**src/rtl/bf_seq_pkg.sv**
```systemverilog
// Shared types and widths for the beamformer control sequencer.
package bf_seq_pkg;
  localparam int SIG_AW = 11;
  localparam int SUM_AW = 10;
  localparam int IDX_W  = 16;

  typedef enum logic [2:0] {
    IDLE,
    LOAD,
    DRAIN,
    BEAM,
    FLUSH,
    DONE
  } state_e;

  typedef enum logic [1:0] {
    SLICE_IDLE = 2'd0,
    SLICE1     = 2'd1,
    SLICE2     = 2'd2,
    SLICE3     = 2'd3
  } slice_e;
endpackage

```
**src/rtl/bf_sequencer_if.sv**
```systemverilog
// Control bundle between the sequencer (master) and the beamformer datapath plus host (slave).
interface bf_sequencer_if;
  import bf_seq_pkg::*;

  logic              go;
  logic              filt_valid;
  logic              bf_data_good;
  logic              host_rd_en;
  logic [SUM_AW-1:0] host_rd_addr;
  logic [SIG_AW-1:0] signal_address;
  logic              signalinen;
  logic              filt_start;
  logic [SIG_AW-1:0] readin_address;
  logic              filter_bram_output_write_en;
  logic              output_read_en;
  logic              startbeamformer;
  logic [IDX_W-1:0]  sample_index;
  logic [1:0]        slice_state;
  logic [SUM_AW-1:0] sumout_address;
  logic              sumouten;
  logic              busy;
  logic              done;
  logic              err;

  modport master (
    input  go, filt_valid, bf_data_good, host_rd_en, host_rd_addr,
    output signal_address, signalinen, filt_start, readin_address,
           filter_bram_output_write_en, output_read_en, startbeamformer,
           sample_index, slice_state, sumout_address, sumouten, busy, done, err
  );

  modport slave (
    output go, filt_valid, bf_data_good, host_rd_en, host_rd_addr,
    input  signal_address, signalinen, filt_start, readin_address,
           filter_bram_output_write_en, output_read_en, startbeamformer,
           sample_index, slice_state, sumout_address, sumouten, busy, done, err
  );
endinterface

```
**src/rtl/bf_slice_gen.sv**
```systemverilog
// Four-phase word cadence: phase 0 reads the word, phases 1..3 select its 32-bit slices.
// sample_index is live during slices and holds its last value otherwise.
module bf_slice_gen
  import bf_seq_pkg::*;
(
  input  logic              clk_i,
  input  logic              rst_i,
  input  logic              en_i,
  input  logic              clr_i,
  input  logic [SIG_AW-1:0] word_i,
  output slice_e            slice_o,
  output logic              rd_en_o,
  output logic [IDX_W-1:0]  sample_index_o,
  output logic              word_done_o
);
  logic [1:0]       phase_q, phase_d;
  logic [IDX_W-1:0] idx_q, idx_d;

  always_comb begin
    phase_d = en_i ? phase_q + 2'd1 : 2'd0;
    idx_d   = idx_q;
    if (clr_i) begin
      idx_d = '0;
    end else if (en_i && phase_q != 2'd0) begin
      idx_d = IDX_W'(word_i) * IDX_W'(3) + IDX_W'(phase_q) - IDX_W'(1);
    end
    slice_o        = en_i ? slice_e'(phase_q) : SLICE_IDLE;
    rd_en_o        = en_i && (phase_q == 2'd0);
    word_done_o    = en_i && (phase_q == 2'd3);
    sample_index_o = idx_d;
  end

  always_ff @(posedge clk_i) begin
    if (rst_i) begin
      phase_q <= 2'd0;
      idx_q   <= '0;
    end else begin
      phase_q <= phase_d;
      idx_q   <= idx_d;
    end
  end
endmodule

```
**src/rtl/bf_sequencer.sv**
```systemverilog
// Acquisition sequencer: signal RAM -> filter -> output RAM, output RAM -> beamformer slices, host readout.
// Define BF_SEQ_DRAIN_TIMEOUT_EN to abort a stalled DRAIN after DRAIN_TIMEOUT idle cycles and flag err.
module bf_sequencer
  import bf_seq_pkg::*;
#(
  parameter int SIG_DEPTH     = 2048,
  parameter int SUM_DEPTH     = 1024,
  parameter int FLUSH_CYCLES  = 8,
  parameter int DRAIN_TIMEOUT = 64
) (
  input  logic           clk,
  input  logic           rst,
  bf_sequencer_if.master bus
);
`ifdef BF_SEQ_DRAIN_TIMEOUT_EN
  localparam bit TIMEOUT_EN = 1'b1;
`else
  localparam bit TIMEOUT_EN = 1'b0;
`endif
  localparam int WR_W = SIG_AW + 1;
  localparam int FL_W = $clog2(FLUSH_CYCLES + 1);
  localparam int TO_W = $clog2(DRAIN_TIMEOUT + 1);

  state_e            state_q, state_d;
  logic [SIG_AW-1:0] rd_cnt_q, rd_cnt_d;
  logic [WR_W-1:0]   wr_cnt_q, wr_cnt_d;
  logic [SUM_AW-1:0] sum_cnt_q, sum_cnt_d;
  logic [FL_W-1:0]   flush_cnt_q, flush_cnt_d;
  logic [TO_W-1:0]   idle_cnt_q, idle_cnt_d;
  logic              err_q, err_d;
  logic              filt_start_q;
  logic              start_acq, beam_en, word_done, rd_en, wr_full, last_addr;
  slice_e            slice;
  logic [IDX_W-1:0]  sample_index;

  assign start_acq = (state_q == IDLE || state_q == DONE) && bus.go;
  assign beam_en   = (state_q == BEAM);
  assign wr_full   = (wr_cnt_q == WR_W'(SIG_DEPTH));
  assign last_addr = (rd_cnt_q == SIG_AW'(SIG_DEPTH - 1));

  bf_slice_gen u_slice_gen (
    .clk_i          (clk),
    .rst_i          (rst),
    .en_i           (beam_en),
    .clr_i          (start_acq),
    .word_i         (rd_cnt_q),
    .slice_o        (slice),
    .rd_en_o        (rd_en),
    .sample_index_o (sample_index),
    .word_done_o    (word_done)
  );

  always_comb begin
    state_d     = state_q;
    rd_cnt_d    = rd_cnt_q;
    wr_cnt_d    = wr_cnt_q;
    sum_cnt_d   = sum_cnt_q;
    flush_cnt_d = flush_cnt_q;
    idle_cnt_d  = '0;
    err_d       = err_q;
    bus.signal_address              = '0;
    bus.signalinen                  = 1'b0;
    bus.readin_address              = '0;
    bus.filter_bram_output_write_en = 1'b0;
    bus.output_read_en              = 1'b0;
    bus.startbeamformer             = 1'b0;
    bus.sumout_address              = '0;
    bus.sumouten                    = 1'b0;

    case (state_q)
      IDLE, DONE: begin
        if (start_acq) begin
          state_d     = LOAD;
          rd_cnt_d    = '0;
          wr_cnt_d    = '0;
          sum_cnt_d   = '0;
          flush_cnt_d = '0;
          err_d       = 1'b0;
        end
      end
      LOAD: begin
        bus.signalinen     = 1'b1;
        bus.signal_address = rd_cnt_q;
        rd_cnt_d           = rd_cnt_q + 1'b1;
        if (last_addr) begin
          rd_cnt_d = '0;
          state_d  = DRAIN;
        end
      end
      DRAIN: begin
        idle_cnt_d = bus.filt_valid ? '0 : idle_cnt_q + 1'b1;
        if (wr_full) begin
          state_d = BEAM;
        end else if (TIMEOUT_EN && !bus.filt_valid &&
                     idle_cnt_q == TO_W'(DRAIN_TIMEOUT - 1)) begin
          err_d   = 1'b1;
          state_d = BEAM;
        end
      end
      BEAM: begin
        bus.startbeamformer = 1'b1;
        bus.readin_address  = rd_cnt_q;
        bus.output_read_en  = rd_en;
        if (word_done) begin
          rd_cnt_d = rd_cnt_q + 1'b1;
          if (last_addr) begin
            rd_cnt_d = '0;
            state_d  = FLUSH;
          end
        end
      end
      FLUSH: begin
        flush_cnt_d = flush_cnt_q + 1'b1;
        if (flush_cnt_q == FL_W'(FLUSH_CYCLES - 1)) begin
          flush_cnt_d = '0;
          state_d     = DONE;
        end
      end
      default: ;
    endcase

    // Filter results land in the output RAM only while filling; a full RAM drops extras.
    if (state_q == LOAD || state_q == DRAIN) begin
      bus.readin_address              = wr_cnt_q[SIG_AW-1:0];
      bus.filter_bram_output_write_en = bus.filt_valid && !wr_full;
      if (bus.filt_valid && !wr_full) wr_cnt_d = wr_cnt_q + 1'b1;
    end

    if (state_q == BEAM || state_q == FLUSH) begin
      bus.sumout_address = sum_cnt_q;
      if (bus.bf_data_good) begin
        sum_cnt_d = (sum_cnt_q == SUM_AW'(SUM_DEPTH - 1)) ? '0 : sum_cnt_q + 1'b1;
      end
    end

    if (state_q == DONE) begin
      bus.sumout_address = bus.host_rd_addr;
      bus.sumouten       = bus.host_rd_en;
    end
  end

  always_ff @(posedge clk) begin
    if (rst) begin
      state_q      <= IDLE;
      rd_cnt_q     <= '0;
      wr_cnt_q     <= '0;
      sum_cnt_q    <= '0;
      flush_cnt_q  <= '0;
      idle_cnt_q   <= '0;
      err_q        <= 1'b0;
      filt_start_q <= 1'b0;
    end else begin
      state_q      <= state_d;
      rd_cnt_q     <= rd_cnt_d;
      wr_cnt_q     <= wr_cnt_d;
      sum_cnt_q    <= sum_cnt_d;
      flush_cnt_q  <= flush_cnt_d;
      idle_cnt_q   <= idle_cnt_d;
      err_q        <= err_d;
      filt_start_q <= (state_q == LOAD);
    end
  end

  assign bus.filt_start   = filt_start_q;
  assign bus.sample_index = sample_index;
  assign bus.slice_state  = slice;
  assign bus.busy         = (state_q != IDLE) && (state_q != DONE);
  assign bus.done         = (state_q == DONE);
  assign bus.err          = err_q;
endmodule

```
**src/flat_wrapper.sv**
```systemverilog
// flat-port wrapper written by rule: the top's interface ports become plain ports
module bf_sequencer_flat import bf_seq_pkg::*;
#(
  parameter int SIG_DEPTH     = 2048,
  parameter int SUM_DEPTH     = 1024,
  parameter int FLUSH_CYCLES  = 8,
  parameter int DRAIN_TIMEOUT = 64
)
  (clk, rst, bus_go, bus_filt_valid, bus_bf_data_good, bus_host_rd_en, bus_host_rd_addr, bus_signal_address, bus_signalinen, bus_filt_start, bus_readin_address, bus_filter_bram_output_write_en, bus_output_read_en, bus_startbeamformer, bus_sample_index, bus_slice_state, bus_sumout_address, bus_sumouten, bus_busy, bus_done, bus_err);
  bf_sequencer_if bus_i ();
  input  logic clk;
  input  logic rst;
  input wire logic [$bits(bus_i.go)-1:0] bus_go;
  input wire logic [$bits(bus_i.filt_valid)-1:0] bus_filt_valid;
  input wire logic [$bits(bus_i.bf_data_good)-1:0] bus_bf_data_good;
  input wire logic [$bits(bus_i.host_rd_en)-1:0] bus_host_rd_en;
  input wire logic [$bits(bus_i.host_rd_addr)-1:0] bus_host_rd_addr;
  output wire logic [$bits(bus_i.signal_address)-1:0] bus_signal_address;
  output wire logic [$bits(bus_i.signalinen)-1:0] bus_signalinen;
  output wire logic [$bits(bus_i.filt_start)-1:0] bus_filt_start;
  output wire logic [$bits(bus_i.readin_address)-1:0] bus_readin_address;
  output wire logic [$bits(bus_i.filter_bram_output_write_en)-1:0] bus_filter_bram_output_write_en;
  output wire logic [$bits(bus_i.output_read_en)-1:0] bus_output_read_en;
  output wire logic [$bits(bus_i.startbeamformer)-1:0] bus_startbeamformer;
  output wire logic [$bits(bus_i.sample_index)-1:0] bus_sample_index;
  output wire logic [$bits(bus_i.slice_state)-1:0] bus_slice_state;
  output wire logic [$bits(bus_i.sumout_address)-1:0] bus_sumout_address;
  output wire logic [$bits(bus_i.sumouten)-1:0] bus_sumouten;
  output wire logic [$bits(bus_i.busy)-1:0] bus_busy;
  output wire logic [$bits(bus_i.done)-1:0] bus_done;
  output wire logic [$bits(bus_i.err)-1:0] bus_err;
  assign bus_i.go = bus_go;
  assign bus_i.filt_valid = bus_filt_valid;
  assign bus_i.bf_data_good = bus_bf_data_good;
  assign bus_i.host_rd_en = bus_host_rd_en;
  assign bus_i.host_rd_addr = bus_host_rd_addr;
  assign bus_signal_address = bus_i.signal_address;
  assign bus_signalinen = bus_i.signalinen;
  assign bus_filt_start = bus_i.filt_start;
  assign bus_readin_address = bus_i.readin_address;
  assign bus_filter_bram_output_write_en = bus_i.filter_bram_output_write_en;
  assign bus_output_read_en = bus_i.output_read_en;
  assign bus_startbeamformer = bus_i.startbeamformer;
  assign bus_sample_index = bus_i.sample_index;
  assign bus_slice_state = bus_i.slice_state;
  assign bus_sumout_address = bus_i.sumout_address;
  assign bus_sumouten = bus_i.sumouten;
  assign bus_busy = bus_i.busy;
  assign bus_done = bus_i.done;
  assign bus_err = bus_i.err;
  bf_sequencer #(.SIG_DEPTH(SIG_DEPTH), .SUM_DEPTH(SUM_DEPTH), .FLUSH_CYCLES(FLUSH_CYCLES), .DRAIN_TIMEOUT(DRAIN_TIMEOUT)) u_core (.clk(clk), .rst(rst), .bus(bus_i));
endmodule
```
**config.mk**
```make
export PLATFORM = sky130hd
export DESIGN_NAME = bf_sequencer_flat
export DESIGN_NICKNAME = d
export VERILOG_FILES = /design/src/rtl/bf_seq_pkg.sv /design/src/rtl/bf_sequencer_if.sv /design/src/rtl/bf_slice_gen.sv /design/src/rtl/bf_sequencer.sv /design/src/flat_wrapper.sv
export SDC_FILE = /design/constraint.sdc
export NUM_CORES = 1
export LEC_CHECK = 0
export CORE_UTILIZATION = 45
export DETAILED_ROUTE_END_ITERATION = 8
export HOLD_SLACK_MARGIN = 0.05
export PLACE_DENSITY = 0.7
export SYNTH_ARGS = -nofsm -noshare
export SYNTH_HDL_FRONTEND = slang
export SYNTH_SLANG_ARGS = --single-unit
```
**constraint.sdc**
```tcl
create_clock -name clk -period 7 [get_ports clk]
set_clock_uncertainty 0.05 [all_clocks]
set_input_delay 1.05 -clock clk [delete_from_list [all_inputs] [get_ports clk]]
set_output_delay 1.05 -clock clk [all_outputs]
set_load 0.005 [all_outputs]
```
* After elaboration in Yosys (flattened, before gate mapping)
Cells that the tools add are included.
** Storage, ports and cells
- Output and inout port bits :: 59
- Logic and storage cells :: 92
- Register bits :: 59
- Bits of input ports :: 16
** Cells by class
- $mul :: 1
- Muxes and demuxes :: 36
- Add/sub/neg operators :: 7
- Reductions and logical operators :: 22
- Bitwise gates (word level) :: 1
- Equal/unequal tests :: 17
** Operators by type and width (number)
- 10-bit 2-to-1 mux :: 7
- 11-bit 2-to-1 mux :: 6
- 12-bit 2-to-1 mux :: 4
- 11-bit one-hot mux with 3 select lines :: 1
- 16-bit 2-to-1 mux :: 2
- 3-bit 2-to-1 mux :: 6
- 3-bit one-hot mux with 5 select lines :: 1
- 14-bit by 1-bit subtractor with 15-bit output, second input constant :: 1
- 13-bit by 2-bit adder with 14-bit output :: 1
- 11-bit by 2-bit multiplier with 13-bit output, second input constant :: 1
- 12-bit by 1-bit adder with 12-bit output, second input constant :: 1
- 12-bit == test, second input constant :: 1
- 2-bit by 1-bit != test with 1-bit output, second input constant :: 6
- 11-bit by 1-bit adder with 11-bit output, second input constant :: 1
- 11-bit == test, second input constant :: 1
- 10-bit by 1-bit adder with 10-bit output, second input constant :: 1
- 10-bit == test, second input constant :: 1
- 4-bit 2-to-1 mux :: 2
- 4-bit one-hot mux with 2 select lines :: 1
- 7-bit AND reduction :: 1
- 3-bit by 2-bit == test with 1-bit output, second input constant :: 2
- 3-bit == test, second input constant :: 2
- 1-bit logical AND :: 6
- 3-bit nonzero test :: 2
- other kinds (18) :: 26

* Depth between registers and ports, before layout
- Depth after elaboration :: 7
- Gate-level depth with buffers :: 12

* Hierarchy
From an unflattened synthesis, not the netlist that was laid out.
** Unflattened totals
- Cell total of the unflattened synthesis :: 580
- Area, all modules :: 4626.9 µm²
** By module, submodules not included
- bf_sequencer :: area each 2728.9 µm², cells an instance 333, instances 1, sequential area each 820.8 µm²
- bf_slice_gen :: area each 1898.1 µm², cells an instance 247, instances 1, sequential area each 360.3 µm²

* Least setup slack after synthesis
Ideal clock, no wire load.
- Path kind :: reg2out
- Start :: register u_core.rd_cnt_q[0]
- End :: output port bus_sample_index[13]
- Setup slack :: 3036 ps
- Data arrival time :: 2864 ps
- Stages on the path, launching flop included :: 13
- Required time :: 5900 ps
- Path buffers :: 0
- Path through :: dfxtp_1 inv_1 ha_1 xnor2_1 xnor2_1 ha_1 fa_1 a21o_1 a311o_1 a31oi_1 and3_1 o21ai_1 a21oi_1
** Between the ends
- Word-level cells in the longest chain between the ends :: 5
** RTL lines
- start, declared :: RTL line bf_sequencer.sv:25 : logic [SIG_AW-1:0] rd_cnt_q, rd_cnt_d;
- start signal, assigned :: RTL line bf_sequencer.sv:154 : rd_cnt_q <= rd_cnt_d;
- 11-bit by 2-bit multiplier with 13-bit output :: RTL line bf_slice_gen.sv:25 : idx_d = IDX_W'(word_i) * IDX_W'(3) + IDX_W'(phase_q) - IDX_W'(1);
- 13-bit by 2-bit adder with 14-bit output :: RTL line bf_slice_gen.sv:25
- 14-bit by 1-bit subtractor with 15-bit output :: RTL line bf_slice_gen.sv:25
- 16-bit 2-to-1 mux :: RTL line bf_slice_gen.sv:24 : end else if (en_i && phase_q != 2'd0) begin
- 16-bit 2-to-1 mux :: RTL line bf_slice_gen.sv:22 : if (clr_i) begin
- end, declared :: RTL line flat_wrapper.sv:25 : output wire logic [$bits(bus_i.sample_index)-1:0] bus_sample_index;
Every way passes these cells.

* Worst setup path in the final report
- Start :: register u_core.state_q[0]
- End :: output port bus_sample_index[12]
** Between the ends
- Word-level cells in the longest chain between the ends :: 4
** RTL lines
- start, declared :: RTL line bf_sequencer.sv:24 : state_e state_q, state_d;
- start signal, assigned :: RTL line bf_sequencer.sv:153 : state_q <= state_d;
- 3-bit by 2-bit == test with 1-bit output, or another cell as far along :: RTL line bf_sequencer.sv:37 : assign beam_en = (state_q == BEAM);
- 1-bit logical AND or 1-bit logical OR (tied branches) :: RTL line bf_slice_gen.sv:24, bf_sequencer.sv:36
- 16-bit 2-to-1 mux or 1-bit logical AND (tied branches) :: RTL line bf_slice_gen.sv:24, bf_sequencer.sv:36
- 16-bit 2-to-1 mux (*) :: RTL line bf_slice_gen.sv:22
Mark *: on every way between the ends. The rest lies on a longest branch, timed or not.

==> run_results.csv <==
group,metric,value,unit
floorplan,core-area,9371,um^2
sta,worst-slew-pin-transition,1111,ps
layout,layout.cells.non_filler,767,
grt,grt_pass1_wl,19260,um
cts,cts_setup_buffers,0,
cts,hold_buffers,0,
cts,cts.path.max_buffers,2,
critical_path,cp.arrival,4040,ps
sta,finalWorstSetupSlack,1859,ps
sta,post-route-period-util,0.7345,
route,detail_route.drc_violations,0,
critical_path,critical_path.cell_chain,"nand3b_2 -> inv_2 -> nand2b_1 -> a2111oi_0 -> a2111oi_0 -> nor2_1 -> clkdlybuf4s50_1",
critical_path,crit_path_frequent_cell,"sky130_fd_sc_hd__a2111oi_0",
grt,globalRoute.totalOverflow,0,
floorplan,floorplan.die_area,10180,um^2
critical_path,cp_max_fo,22,
route,viasPerCell,5.415,
route,vias,4153,
cts,clock-root-buffer,"sky130_fd_sc_hd__clkbuf_8",
logic_synthesis,register_bit_total_from_synthesis,59,
critical_path,timing.critical_path.required,5900,ps
critical_path,timing.critical_path.slowest_stage_cell,"sky130_fd_sc_hd__dfxtp_1",
sta,final.hold.worst_slack,399.8,ps
logic_synthesis,mappedNetlistNets,645,
route,total_detailed_routing_wirelength,11540,um
placed_design,placed_cell_area,5159,um^2
placed_design,pre_cts_ws,2314,ps
logic_synthesis,yosysMostFrequentCell,"sky130_fd_sc_hd__nand2_1",
placed_design,globalplace.congestion,0.8623,
floorplan,dieHeight,100.9,um
sta,final_worst_path_period_need,5141,ps
logic_synthesis,number_of_distinct_library_cells_after_synthesis,65,
sta,timing.final.setup_violations,0,
floorplan,rows,35,
logic_synthesis,synth-edff-count,0,
logic_synthesis,ys_async_sr_fraction,0,
power_and_ir_drop,pnr_total_power,1.124,mW
placed_design,port_buffers,73,
worst_hold_path,min-delay-path-class,"reg -> reg",
sta,report.final.hold_viol_count,0,
layout,post_route_cells_drive_above_1_share,0.04702,
critical_path,cp-end-kind,"output port",
critical_path,max_stage_delay,1050,ps
grt,groute.usage.overall,0.2419,
layout,layout-area-overhead-vs-synth,21.75,%
sta,setup_total_negative_slack,0,ps
route,post_drt_wl_per_cell,15.05,um
layout,n_antenna_cell,0,
placed_design,place.detailed.hpwl,8560,um
logic_synthesis,ys_dominant_reg_cell,"sky130_fd_sc_hd__dfxtp_1",
cts,htree_levels,3,
critical_path,setup.worst_path.start_class,"register",
logic_synthesis,synthDominantAreaCellType,"sky130_fd_sc_hd__dfxtp_1",
critical_path,critical_path_buf_inv_count,2,
cts,clock_sinks,59,
layout,post_route_utilization,0.5718,
layout,nets,701,
grt,grt_start_max_net_pins,43,
grt,number_of_global_route_vias_before_repair,4087,
floorplan,die_x,100.9,um
cts,tritoncts_buffer_count,9,
sta,timing.final.max_slew_violations,0,
power_and_ir_drop,static-leakage-power,2.074,nW
logic_synthesis,synth_seq_area_share,0.2683,
sta,grt_setup_unrepaired,"no",
logic_synthesis,synth.yosys.warnings,0,
route,drt_pass1_iterations,4,
sta,fmax,194.5,MHz
logic_synthesis,synthCells,579,
outcome,status,"finished clean",
critical_path,path_type_of_the_worst_setup_path,"reg -> out",
sta,slew_headroom,0.2580,
critical_path,crit_family,"simple AND/OR/NAND/NOR gates",
logic_synthesis,synth.top_cells.by_count,"sky130_fd_sc_hd__nand2_1 (67), sky130_fd_sc_hd__nor2_1 (60), sky130_fd_sc_hd__dfxtp_1 (59)",
power_and_ir_drop,max-vdd-ir-drop,0.1726,mV
logic_synthesis,synth_area,4402,um^2
cts,clock_latency,340,ps
logic_synthesis,yosys-top-cells-area,"sky130_fd_sc_hd__dfxtp_1 (27%), sky130_fd_sc_hd__ha_1 (14%), sky130_fd_sc_hd__nand2_1 (5.7%)",
layout,stdcell_area,5359,um^2
run,max_cap_viol_count,0,
route,first_iter_violations,204,
logic_synthesis,avgSynthCellArea,7.602,um^2
grt,antenna_violations_before_repair,0,
cts,cts.reportedPaths.clkPinSlew,70,ps
cts,postCtsResizedCells,0,
route,drt.antenna.violating_nets,0,
logic_synthesis,synth_largest_type_area_fraction,0.2683,
cts,tritoncts,"built",
power_and_ir_drop,cell_pwr_density,209.7,nW/um^2
floorplan,initial_standard_cell_utilization_of_the_core,0.4697,
placed_design,dpl.cell_count,753,
floorplan,ios,75,
[area by class of cell]
cell class	instances	area [um^2]
Multi-Input combinational cell	446	2902
Clock buffer	12	165.2
Fill cell	926	4013
Tap cell	129	161.4
Inverter	43	161.4
Sequential cell	59	1181
Clock inverter	2	35.03
Timing Repair Buffer	76	753.2
[power by group]
part	switching (mW)	total (mW)	internal, mW
Sequential	0.0540	0.402	0.348
Clock	0.137	0.326	0.189
Combinational	0.233	0.395	0.162
[sequential cells by signal, summed over array words and instances (netlist names)]
signal                      count
u_core.u_slice_gen.idx_q       16
u_core.wr_cnt_q                12
u_core.rd_cnt_q                11
u_core.sum_cnt_q               10
u_core.flush_cnt_q              4
u_core.state_q                  3
u_core.u_slice_gen.phase_q      2
u_core.bus.filt_start           1
[path summary, 6_finish.rpt]
kind                                        to  slack (ps)  cells after the start                   startpoint
setup / recovery          bus_sample_index[12]        1860                      7            u_core.state_q[0]
hold / removal     u_core.u_slice_gen.idx_q[8]         400                      2  u_core.u_slice_gen.idx_q[8]
setup reg to reg  u_core.u_slice_gen.idx_q[12]        3660                      5            u_core.state_q[0]
hold reg to reg    u_core.u_slice_gen.idx_q[8]         400                      2  u_core.u_slice_gen.idx_q[8]
[metal layers]
metal,vias up,GRT usage,part of all wire
li1,2106,-,-
met1,1904,0.2888,0.45
met2,113,0.4183,0.48
met3,30,0.05687,0.046
met4,0,0.09588,0.031
met5,-,0,0
[logic make-up (layout without fill, tap and decap cells)]
kind of cell	after synthesis	after routing	synth area share
flops	59	59	0.2683
simple gates	240	240	0.2709
xor+xnor	20	20	0.03979
fa+ha+maj	51	51	0.1481
mux	17	17	0.03923
compound gates	117	117	0.1603
buf+inv	74	133	0.07248
other cells	1	1	0.0008519
[placed cells by master (no fill, tap or decap), types with 12 or more instances in the layout]
| cell | instances |
|---|---|
| sky130_fd_sc_hd__clkbuf_8 | 12 |
| sky130_fd_sc_hd__mux2i_1 | 15 |
| sky130_fd_sc_hd__dfxtp_1 | 59 |
| sky130_fd_sc_hd__clkdlybuf4s50_1 | 73 |
| sky130_fd_sc_hd__a21oi_1 | 37 |
| sky130_fd_sc_hd__ha_1 | 48 |
| sky130_fd_sc_hd__nand3_1 | 21 |
| sky130_fd_sc_hd__nor3_1 | 22 |
| sky130_fd_sc_hd__inv_1 | 40 |
| sky130_fd_sc_hd__nor2_1 | 60 |
| sky130_fd_sc_hd__xnor2_1 | 16 |
| sky130_fd_sc_hd__o21ai_0 | 30 |
| sky130_fd_sc_hd__nand2_1 | 67 |
[worst min-delay path: stages, from the launching register on]
cell                        delay [ps]
sky130_fd_sc_hd__dfxtp_1           310
sky130_fd_sc_hd__nand2_1            50
sky130_fd_sc_hd__o2bb2ai_1          50
Power figures use the tool's default switching activity.
